File: config.mk
export PLATFORM = sky130hd
export DESIGN_NAME = readout_scheduler
export DESIGN_NICKNAME = d
export VERILOG_FILES = /design/src/rtl/readout_scheduler.sv
export SDC_FILE = /design/constraint.sdc
export NUM_CORES = 1
export LEC_CHECK = 0
export ABC_AREA = 1
export BUFFER_PORTS_ARGS = -buffer_cell sky130_fd_sc_hd__buf_2
export CORE_ASPECT_RATIO = 0.6
export CORE_MARGIN = 2
export CORE_UTILIZATION = 30
export CTS_CLUSTER_DIAMETER = 150
export DETAILED_ROUTE_END_ITERATION = 16
export GPL_ROUTABILITY_DRIVEN = 0
export SKIP_LAST_GASP = 1
export SYNTH_ARGS = -nofsm -noshare
export SYNTH_HDL_FRONTEND = slang
export SYNTH_SLANG_ARGS = --single-unit
File: constraint.sdc
create_clock -name CLK -period 3.75 [get_ports CLK]
set_input_delay 0.75 -clock CLK [delete_from_list [all_inputs] [get_ports CLK]]
set_output_delay 0.75 -clock CLK [all_outputs]
set_load 0.01 [all_outputs]
File: src/rtl/readout_scheduler.sv
// -----------------------------------------------------------------------------
// readout_scheduler
//
// Drives one shared frequency_module across a bank of pixel channels. Each
// enabled channel is visited in ascending order: its pixel value is loaded,
// the converter is held in reset for one cycle and allowed to settle, and then
// a fixed number of FREQ_IN rising edges is counted. The period from the first
// to the last counted edge is reported per channel.
//
// Ports
//   CLK, RST       single clock, synchronous active-high reset
//   ENABLE         run request; dropping it aborts to IDLE
//   CONTINUOUS     1 = restart frames back to back, 0 = single frame
//   CHANNEL_MASK   channels to scan, latched at each frame start
//   PIXEL_VALUES   packed pixel values, channel i at [i*INPUT_BITS +: INPUT_BITS]
//   FREQ_IN        converter output, asynchronous to CLK
//   INPUT_VALUE    pixel value presented to the converter
//   MOD_RST_N      converter reset (active low)
//   CHANNEL        current / last-completed channel index
//   MEAS_CYCLES    cycles between first and last counted edge (0 on timeout)
//   EDGE_COUNT     edges seen on the last channel
//   CHANNEL_DONE   1-cycle pulse when a channel result is valid
//   TIMEOUT        1-cycle pulse with CHANNEL_DONE when the channel timed out
//   FRAME_DONE     1-cycle pulse when the last enabled channel completes
//   BUSY           high in every state except IDLE
// -----------------------------------------------------------------------------
module readout_scheduler #(
  parameter int NUM_CHANNELS      = 4,
  parameter int INPUT_BITS        = 8,
  parameter int SETTLE_CYCLES     = 100,
  parameter int EDGES_PER_CHANNEL = 5,
  parameter int CYCLE_BITS        = 16,
  localparam int CH_BITS = (NUM_CHANNELS > 1) ? $clog2(NUM_CHANNELS) : 1,
  localparam int EC_BITS = $clog2(EDGES_PER_CHANNEL + 1)
) (
  input  logic                               CLK,
  input  logic                               RST,
  input  logic                               ENABLE,
  input  logic                               CONTINUOUS,
  input  logic [NUM_CHANNELS-1:0]            CHANNEL_MASK,
  input  logic [NUM_CHANNELS*INPUT_BITS-1:0] PIXEL_VALUES,
  input  logic                               FREQ_IN,
  output logic [INPUT_BITS-1:0]              INPUT_VALUE,
  output logic                               MOD_RST_N,
  output logic [CH_BITS-1:0]                 CHANNEL,
  output logic [CYCLE_BITS-1:0]              MEAS_CYCLES,
  output logic [EC_BITS-1:0]                 EDGE_COUNT,
  output logic                               CHANNEL_DONE,
  output logic                               TIMEOUT,
  output logic                               FRAME_DONE,
  output logic                               BUSY
);

  localparam int ST_BITS = (SETTLE_CYCLES > 1) ? $clog2(SETTLE_CYCLES) : 1;
  localparam logic [ST_BITS-1:0]    SETTLE_LAST = ST_BITS'(SETTLE_CYCLES - 1);
  localparam logic [EC_BITS-1:0]    EDGE_LAST   = EC_BITS'(EDGES_PER_CHANNEL - 1);
  localparam logic [EC_BITS-1:0]    EDGE_TOTAL  = EC_BITS'(EDGES_PER_CHANNEL);
  // Last COUNT cycle: the counter would reach 2^CYCLE_BITS-1 on this clock.
  localparam logic [CYCLE_BITS-1:0] CYCLE_LAST  = {{(CYCLE_BITS-1){1'b1}}, 1'b0};

  typedef enum logic [2:0] {
    S_IDLE, S_LOAD, S_SETTLE, S_COUNT, S_NEXT
  } state_e;

  state_e                  state_q, state_d;
  logic [1:0]              sync_q, sync_d;
  logic                    prev_q, prev_d;
  logic                    edge_q, edge_d;
  logic [NUM_CHANNELS-1:0] frame_mask_q, frame_mask_d;
  logic [CH_BITS-1:0]      sel_q, sel_d;
  logic [CH_BITS-1:0]      channel_q, channel_d;
  logic [INPUT_BITS-1:0]   input_value_q, input_value_d;
  logic [ST_BITS-1:0]      settle_cnt_q, settle_cnt_d;
  logic [CYCLE_BITS-1:0]   cycle_cnt_q, cycle_cnt_d;
  logic [CYCLE_BITS-1:0]   period_cnt_q, period_cnt_d;
  logic [EC_BITS-1:0]      edge_cnt_q, edge_cnt_d;
  logic [CYCLE_BITS-1:0]   meas_q, meas_d;
  logic [EC_BITS-1:0]      edge_count_q, edge_count_d;
  logic                    timeout_flag_q, timeout_flag_d;

  logic [CH_BITS-1:0]      mask_low_idx;
  logic                    next_found;
  logic [CH_BITS-1:0]      next_idx;
  logic                    final_edge;
  logic                    cycle_expire;
  logic                    mask_any;

  // Channel selection helpers: lowest set bit of the live mask (frame start)
  // and next set bit above the current channel in the latched frame mask.
  always_comb begin
    // NOTE: every combinational output gets a default before any branch so no
    // path leaves it unassigned, which would otherwise infer a latch.
    mask_low_idx = '0;
    next_found   = 1'b0;
    next_idx     = '0;
    for (int i = NUM_CHANNELS - 1; i >= 0; i--) begin
      if (CHANNEL_MASK[i]) mask_low_idx = CH_BITS'(i);
      if (frame_mask_q[i] && (i > int'(channel_q))) begin
        next_found = 1'b1;
        next_idx   = CH_BITS'(i);
      end
    end
  end

  assign mask_any     = |CHANNEL_MASK;
  assign final_edge   = edge_q && (edge_cnt_q == EDGE_LAST);
  assign cycle_expire = (cycle_cnt_q == CYCLE_LAST);

  // ---------------------------------------------------------------------------
  // FSM: state register
  // ---------------------------------------------------------------------------
  always_ff @(posedge CLK) begin
    // NOTE: sequential state is updated with non-blocking assignments so all
    // flops sample their inputs from the same pre-edge values.
    if (RST) state_q <= S_IDLE;
    else     state_q <= state_d;
  end

  // ---------------------------------------------------------------------------
  // FSM: next state
  // ---------------------------------------------------------------------------
  always_comb begin
    state_d = state_q;
    case (state_q)
      S_IDLE:   if (ENABLE && mask_any) state_d = S_LOAD;
      S_LOAD:   state_d = ENABLE ? S_SETTLE : S_IDLE;
      S_SETTLE: begin
        if (!ENABLE)                          state_d = S_IDLE;
        else if (settle_cnt_q == SETTLE_LAST) state_d = S_COUNT;
      end
      S_COUNT: begin
        if (!ENABLE)                          state_d = S_IDLE;
        else if (final_edge || cycle_expire)  state_d = S_NEXT;
      end
      S_NEXT: begin
        if (!ENABLE)                          state_d = S_IDLE;
        else if (next_found)                  state_d = S_LOAD;
        else if (CONTINUOUS && mask_any)      state_d = S_LOAD;
        else                                  state_d = S_IDLE;
      end
      default: state_d = S_IDLE;
    endcase
  end

  // ---------------------------------------------------------------------------
  // FSM: outputs. Pulses are suppressed in an abort cycle (ENABLE low) and
  // while RST is asserted.
  // ---------------------------------------------------------------------------
  always_comb begin
    BUSY         = !RST && (state_q != S_IDLE);
    MOD_RST_N    = !RST && ((state_q == S_SETTLE) || (state_q == S_COUNT));
    CHANNEL_DONE = !RST && ENABLE && (state_q == S_NEXT);
    TIMEOUT      = CHANNEL_DONE && timeout_flag_q;
    FRAME_DONE   = CHANNEL_DONE && !next_found;
  end

  assign INPUT_VALUE = input_value_q;
  assign CHANNEL     = channel_q;
  assign MEAS_CYCLES = meas_q;
  assign EDGE_COUNT  = edge_count_q;

  // ---------------------------------------------------------------------------
  // Datapath next values
  // ---------------------------------------------------------------------------
  always_comb begin
    // FREQ_IN: two synchronizer stages, then a registered rising-edge detect.
    sync_d         = {sync_q[0], FREQ_IN};
    prev_d         = sync_q[1];
    edge_d         = sync_q[1] && !prev_q;
    frame_mask_d   = frame_mask_q;
    sel_d          = sel_q;
    channel_d      = channel_q;
    input_value_d  = input_value_q;
    settle_cnt_d   = settle_cnt_q;
    cycle_cnt_d    = cycle_cnt_q;
    period_cnt_d   = period_cnt_q;
    edge_cnt_d     = edge_cnt_q;
    meas_d         = meas_q;
    edge_count_d   = edge_count_q;
    timeout_flag_d = timeout_flag_q;

    case (state_q)
      S_IDLE: begin
        if (ENABLE && mask_any) begin
          frame_mask_d = CHANNEL_MASK;
          sel_d        = mask_low_idx;
        end
      end
      S_LOAD: begin
        if (ENABLE) begin
          channel_d     = sel_q;
          input_value_d = PIXEL_VALUES[int'(sel_q)*INPUT_BITS +: INPUT_BITS];
          settle_cnt_d  = '0;
        end
      end
      S_SETTLE: begin
        // Measurement counters are held clear so COUNT starts from zero.
        settle_cnt_d   = settle_cnt_q + ST_BITS'(1);
        cycle_cnt_d    = '0;
        period_cnt_d   = '0;
        edge_cnt_d     = '0;
        timeout_flag_d = 1'b0;
      end
      S_COUNT: begin
        if (ENABLE) begin
          cycle_cnt_d = cycle_cnt_q + CYCLE_BITS'(1);
          // Period restarts at the first edge; before it the value is unused.
          if (edge_q && (edge_cnt_q == '0)) period_cnt_d = '0;
          else                              period_cnt_d = period_cnt_q + CYCLE_BITS'(1);
          if (edge_q) edge_cnt_d = edge_cnt_q + EC_BITS'(1);
          // The final edge wins over a coincident timeout.
          if (final_edge) begin
            meas_d       = period_cnt_q + CYCLE_BITS'(1);
            edge_count_d = EDGE_TOTAL;
          end else if (cycle_expire) begin
            meas_d         = '0;
            edge_count_d   = edge_cnt_q + EC_BITS'(edge_q);
            timeout_flag_d = 1'b1;
          end
        end
      end
      S_NEXT: begin
        if (ENABLE) begin
          if (next_found) begin
            sel_d = next_idx;
          end else if (CONTINUOUS && mask_any) begin
            frame_mask_d = CHANNEL_MASK;
            sel_d        = mask_low_idx;
          end
        end
      end
      default: ;
    endcase
  end

  always_ff @(posedge CLK) begin
    if (RST) begin
      sync_q         <= '0;
      prev_q         <= 1'b0;
      edge_q         <= 1'b0;
      frame_mask_q   <= '0;
      sel_q          <= '0;
      channel_q      <= '0;
      input_value_q  <= '0;
      settle_cnt_q   <= '0;
      cycle_cnt_q    <= '0;
      period_cnt_q   <= '0;
      edge_cnt_q     <= '0;
      meas_q         <= '0;
      edge_count_q   <= '0;
      timeout_flag_q <= 1'b0;
    end else begin
      sync_q         <= sync_d;
      prev_q         <= prev_d;
      edge_q         <= edge_d;
      frame_mask_q   <= frame_mask_d;
      sel_q          <= sel_d;
      channel_q      <= channel_d;
      input_value_q  <= input_value_d;
      settle_cnt_q   <= settle_cnt_d;
      cycle_cnt_q    <= cycle_cnt_d;
      period_cnt_q   <= period_cnt_d;
      edge_cnt_q     <= edge_cnt_d;
      meas_q         <= meas_d;
      edge_count_q   <= edge_count_d;
      timeout_flag_q <= timeout_flag_d;
    end
  end

endmodule

==> impl_metrics.xml <==
<?xml version="1.0" encoding="UTF-8"?>
<metrics>
  <group name="place">
    <metric name="placed_cells" unit="">889</metric>
    <metric name="port_buffer_count" unit="">74</metric>
    <metric name="dp_worst_setup_slack" unit="ps">1410</metric>
    <metric name="hpwl" unit="mm">7.76</metric>
    <metric name="post_dp_cell_area" unit="um2">4860</metric>
  </group>
  <group name="global_route">
    <metric name="grt-ovfl-total" unit="">0</metric>
    <metric name="grt_util_all_layers" unit="">0.143</metric>
    <metric name="grt_pass1_wl" unit="mm">18.2</metric>
    <metric name="first_global_vias" unit="">3677</metric>
    <metric name="antenna_found_initial" unit="">0</metric>
    <metric name="grt_max_degree" unit="">40</metric>
  </group>
  <group name="cts">
    <metric name="cts_resized" unit="">0</metric>
    <metric name="tritoncts" unit="">done</metric>
    <metric name="cts_inserted_buffers" unit="">9</metric>
    <metric name="cts_sinks" unit="">84</metric>
    <metric name="clock_insertion_delay_worst_skew" unit="ps">350</metric>
    <metric name="clk_root_buffer_cell" unit="">sky130_fd_sc_hd__clkbuf_16</metric>
    <metric name="cts-htree-levels" unit="">3</metric>
    <metric name="cts-hold-fix-buffers" unit="">0</metric>
    <metric name="cts_setup_buffers" unit="">0</metric>
    <metric name="max-clock-path-buffers" unit="">2</metric>
    <metric name="path_clk_slew" unit="ps">70</metric>
  </group>
  <group name="worst_setup_path">
    <metric name="critical_path.max_fanout" unit="">5</metric>
    <metric name="critPathLaunchType" unit="">input port</metric>
    <metric name="timing.critical_path.required" unit="ps">3000</metric>
    <metric name="worstSetupEndpointType" unit="">output pin</metric>
    <metric name="timing_worst_setup_path_type" unit="">in -&gt; out</metric>
    <metric name="critical_path_at" unit="ps">1600</metric>
  </group>
  <group name="drt">
    <metric name="drc" unit="">0</metric>
    <metric name="routed_wirelength" unit="mm">10.8</metric>
    <metric name="wl_per_cell" unit="um">11.9</metric>
    <metric name="post_drt_via_cell_ratio" unit="">4.47</metric>
    <metric name="dr.first_iter.drc_count" unit="">215</metric>
    <metric name="via_count" unit="">4044</metric>
    <metric name="drt_pre_antenna_iters" unit="">5</metric>
    <metric name="ant_nets" unit="">0</metric>
  </group>
  <group name="floorplan">
    <metric name="fp.dieH" unit="um">97.3</metric>
    <metric name="die_area" unit="um2">15500</metric>
    <metric name="core-area" unit="um2">14300</metric>
    <metric name="fp-row-count" unit="">34</metric>
    <metric name="dieWidth" unit="um">159</metric>
    <metric name="top_level_ports" unit="">75</metric>
    <metric name="initial_core_util" unit="">0.303</metric>
  </group>
  <group name="layout">
    <metric name="stdcell_area" unit="um2">5160</metric>
    <metric name="layout-drive-gt1-share" unit="">0.167</metric>
    <metric name="number_of_cells_in_the_finished_layout_apart_from_fillers" unit="">904</metric>
    <metric name="num-nets-final" unit="">751</metric>
    <metric name="syn2layout_area_growth" unit="%">18.6</metric>
    <metric name="antenna_cells_inserted" unit="">0</metric>
  </group>
  <group name="timing">
    <metric name="timing.final.setup_violations" unit="">0</metric>
    <metric name="fin_worst_skew" unit="ps">11.9</metric>
    <metric name="unrepaired_setup_endpoints_after_global_routing" unit="">false</metric>
    <metric name="hold_ws" unit="ps">404</metric>
    <metric name="finalWorstPathRequiredPeriod" unit="ps">2350</metric>
    <metric name="report.final.slew_viol_count" unit="">0</metric>
    <metric name="hold_violations" unit="">0</metric>
    <metric name="fmax" unit="MHz">426</metric>
    <metric name="min_period_over_period" unit="">0.626</metric>
    <metric name="setup-tns-final" unit="ps">0</metric>
    <metric name="timing.max_slew.rel_slack" unit="">0.546</metric>
    <metric name="fin_ws" unit="ps">1400</metric>
    <metric name="worst_pin_slew" unit="ps">680</metric>
  </group>
  <group name="logic_synthesis">
    <metric name="synth.avg_cell_area" unit="um2">6.85</metric>
    <metric name="synth_common_cells" unit="">148 x sky130_fd_sc_hd__nand2_1, 109 x sky130_fd_sc_hd__nor2_1, 84 x sky130_fd_sc_hd__dfxtp_1, 65 x sky130_fd_sc_hd__a21oi_1, 60 x sky130_fd_sc_hd__inv_1</metric>
    <metric name="synth.cell_area" unit="um2">4350</metric>
    <metric name="synthTopCellsByArea" unit="">sky130_fd_sc_hd__dfxtp_1 39%, sky130_fd_sc_hd__nand2_1 13%, sky130_fd_sc_hd__nor2_1 9.4%</metric>
    <metric name="synth.ff_latch_count" unit="">84</metric>
    <metric name="postSynth.asyncResetShare" unit="">0</metric>
    <metric name="netlist-cell-type-count" unit="">39</metric>
    <metric name="yosys_warnings" unit="">0</metric>
    <metric name="synth_largest_area_cell" unit="">sky130_fd_sc_hd__dfxtp_1</metric>
    <metric name="synthMostInstantiatedCell" unit="">sky130_fd_sc_hd__nand2_1</metric>
    <metric name="synth_nets" unit="">684</metric>
    <metric name="netlist.area_leader.share" unit="">0.387</metric>
    <metric name="ys_dominant_reg_cell" unit="">sky130_fd_sc_hd__dfxtp_1</metric>
    <metric name="syn_inst" unit="">635</metric>
    <metric name="synth_enable_flop_cells" unit="">0</metric>
    <metric name="synth_sequential_area_ratio" unit="">0.387</metric>
  </group>
  <group name="power">
    <metric name="cellPowerDensity" unit="nW/um2">394</metric>
    <metric name="p_leak" unit="uW">0.00208</metric>
    <metric name="peakVddDrop" unit="mV">0.163</metric>
  </group>
  <group name="status">
    <metric name="run_status" unit="">finished clean</metric>
  </group>
  <group name="worst_hold_path">
    <metric name="hold_path.class" unit="">reg -&gt; reg</metric>
  </group>
  <group name="job">
    <metric name="max_cap_viol_count" unit="">0</metric>
  </group>
</metrics>
==> registers in the layout, summed over array words and instances (netlist names), 3 cells and up <==
name / flops
state_q: 3
settle_cnt_q: 7
edge_cnt_q: 3
INPUT_VALUE: 8
frame_mask_q: 3
EDGE_COUNT: 3
MEAS_CYCLES: 16
period_cnt_q: 16
cycle_cnt_q: 16
==> path summary, 6_finish.rpt <==
| kind | start | end | slack, ps | depth (start not counted) |
|---|---|---|---|---|
| hold / removal | prev_q | edge_q | 400 | 1 |
| setup / recovery | ENABLE | FRAME_DONE | 1400 | 8 |
| setup reg to reg | sel_q[0] | INPUT_VALUE[7] | 1880 | 5 |
| hold reg to reg | prev_q | edge_q | 400 | 1 |
==> critical path, stage by stage <==
cell and delay, ps:
sky130_fd_sc_hd__buf_2 150, sky130_fd_sc_hd__inv_1 90, sky130_fd_sc_hd__nor2_1 140, sky130_fd_sc_hd__inv_1 80, sky130_fd_sc_hd__nor2_1 120, sky130_fd_sc_hd__inv_1 60, sky130_fd_sc_hd__nor2_1 70, sky130_fd_sc_hd__buf_2 130
==> cell type report <==
type	instances	area, um2
repair buffers	76	385
clock buffers	9	225
multi-input cells	468	2310
fillers	1548	9180
well taps	198	248
clock inverters	6	73.8
flip-flops and latches	84	1680
inverters	63	236
==> cell families (layout without fill, tap and decap cells) <==
logic type                 Yosys count  count (layout)  synth area share
and+or+nand+nor                    334             334             0.338
AOI/OAI and AO/OA                  120             120             0.158
DFF                                 84              84             0.387
buffers and inverters               83             154            0.0823
adders and majority gates            8               8            0.0230
xor gates and xnor gates             5               5            0.0101
muxes                                1               1           0.00230
==> metal layers <==
metal	routed length [um]	vias up	share of wire	track usage
met3	407	10	0.038	0.0346
met5	0	-	0	0
met4	103	0	0.0095	0.0378
li1	-	2192	-	-
met2	3930	63	0.36	0.186
met1	6350	1779	0.59	0.226
==> cells in the final DEF (no fill, tap or decap), types with 3 or more instances in the layout <==
cell type | Yosys | routed
sky130_fd_sc_hd__nand2_4 | 3 | 3
sky130_fd_sc_hd__or2_2 | 3 | 3
sky130_fd_sc_hd__buf_2 | 3 | 74
sky130_fd_sc_hd__nor2_1 | 109 | 109
sky130_fd_sc_hd__nand4_1 | 10 | 10
sky130_fd_sc_hd__nor3_1 | 6 | 6
sky130_fd_sc_hd__o21bai_1 | 5 | 5
sky130_fd_sc_hd__nand2_1 | 148 | 148
sky130_fd_sc_hd__nand3_4 | 3 | 3
sky130_fd_sc_hd__xor2_1 | 3 | 3
sky130_fd_sc_hd__a21oi_1 | 65 | 65
sky130_fd_sc_hd__ha_1 | 8 | 8
sky130_fd_sc_hd__clkbuf_16 | 0 | 9
sky130_fd_sc_hd__dfxtp_1 | 84 | 84
sky130_fd_sc_hd__o32ai_1 | 7 | 7
sky130_fd_sc_hd__nor2_2 | 6 | 6
sky130_fd_sc_hd__inv_1 | 60 | 60
sky130_fd_sc_hd__nand3_1 | 38 | 38
sky130_fd_sc_hd__o21ai_0 | 35 | 35
==> where the power goes <==
| part | leakage (uW) | switching (uW) | internal, uW |
|---|---|---|---|
| combinational | 0.00126 | 114 | 69.9 |
| clock | 0.000140 | 389 | 521 |
| sequential | 0.000680 | 25.3 | 912 |
| total | 0.00208 | 528 | 1500 |
==> per-stage QoR <==
step	utilization	total power, uW
final	0.360	2030
after global routing	0.360	2120
after CTS	0.360	2050
after detailed placement	0.339	1140
after global placement	0.339	1140
after floorplan	-	1080
(Power assumes the default switching activity.)
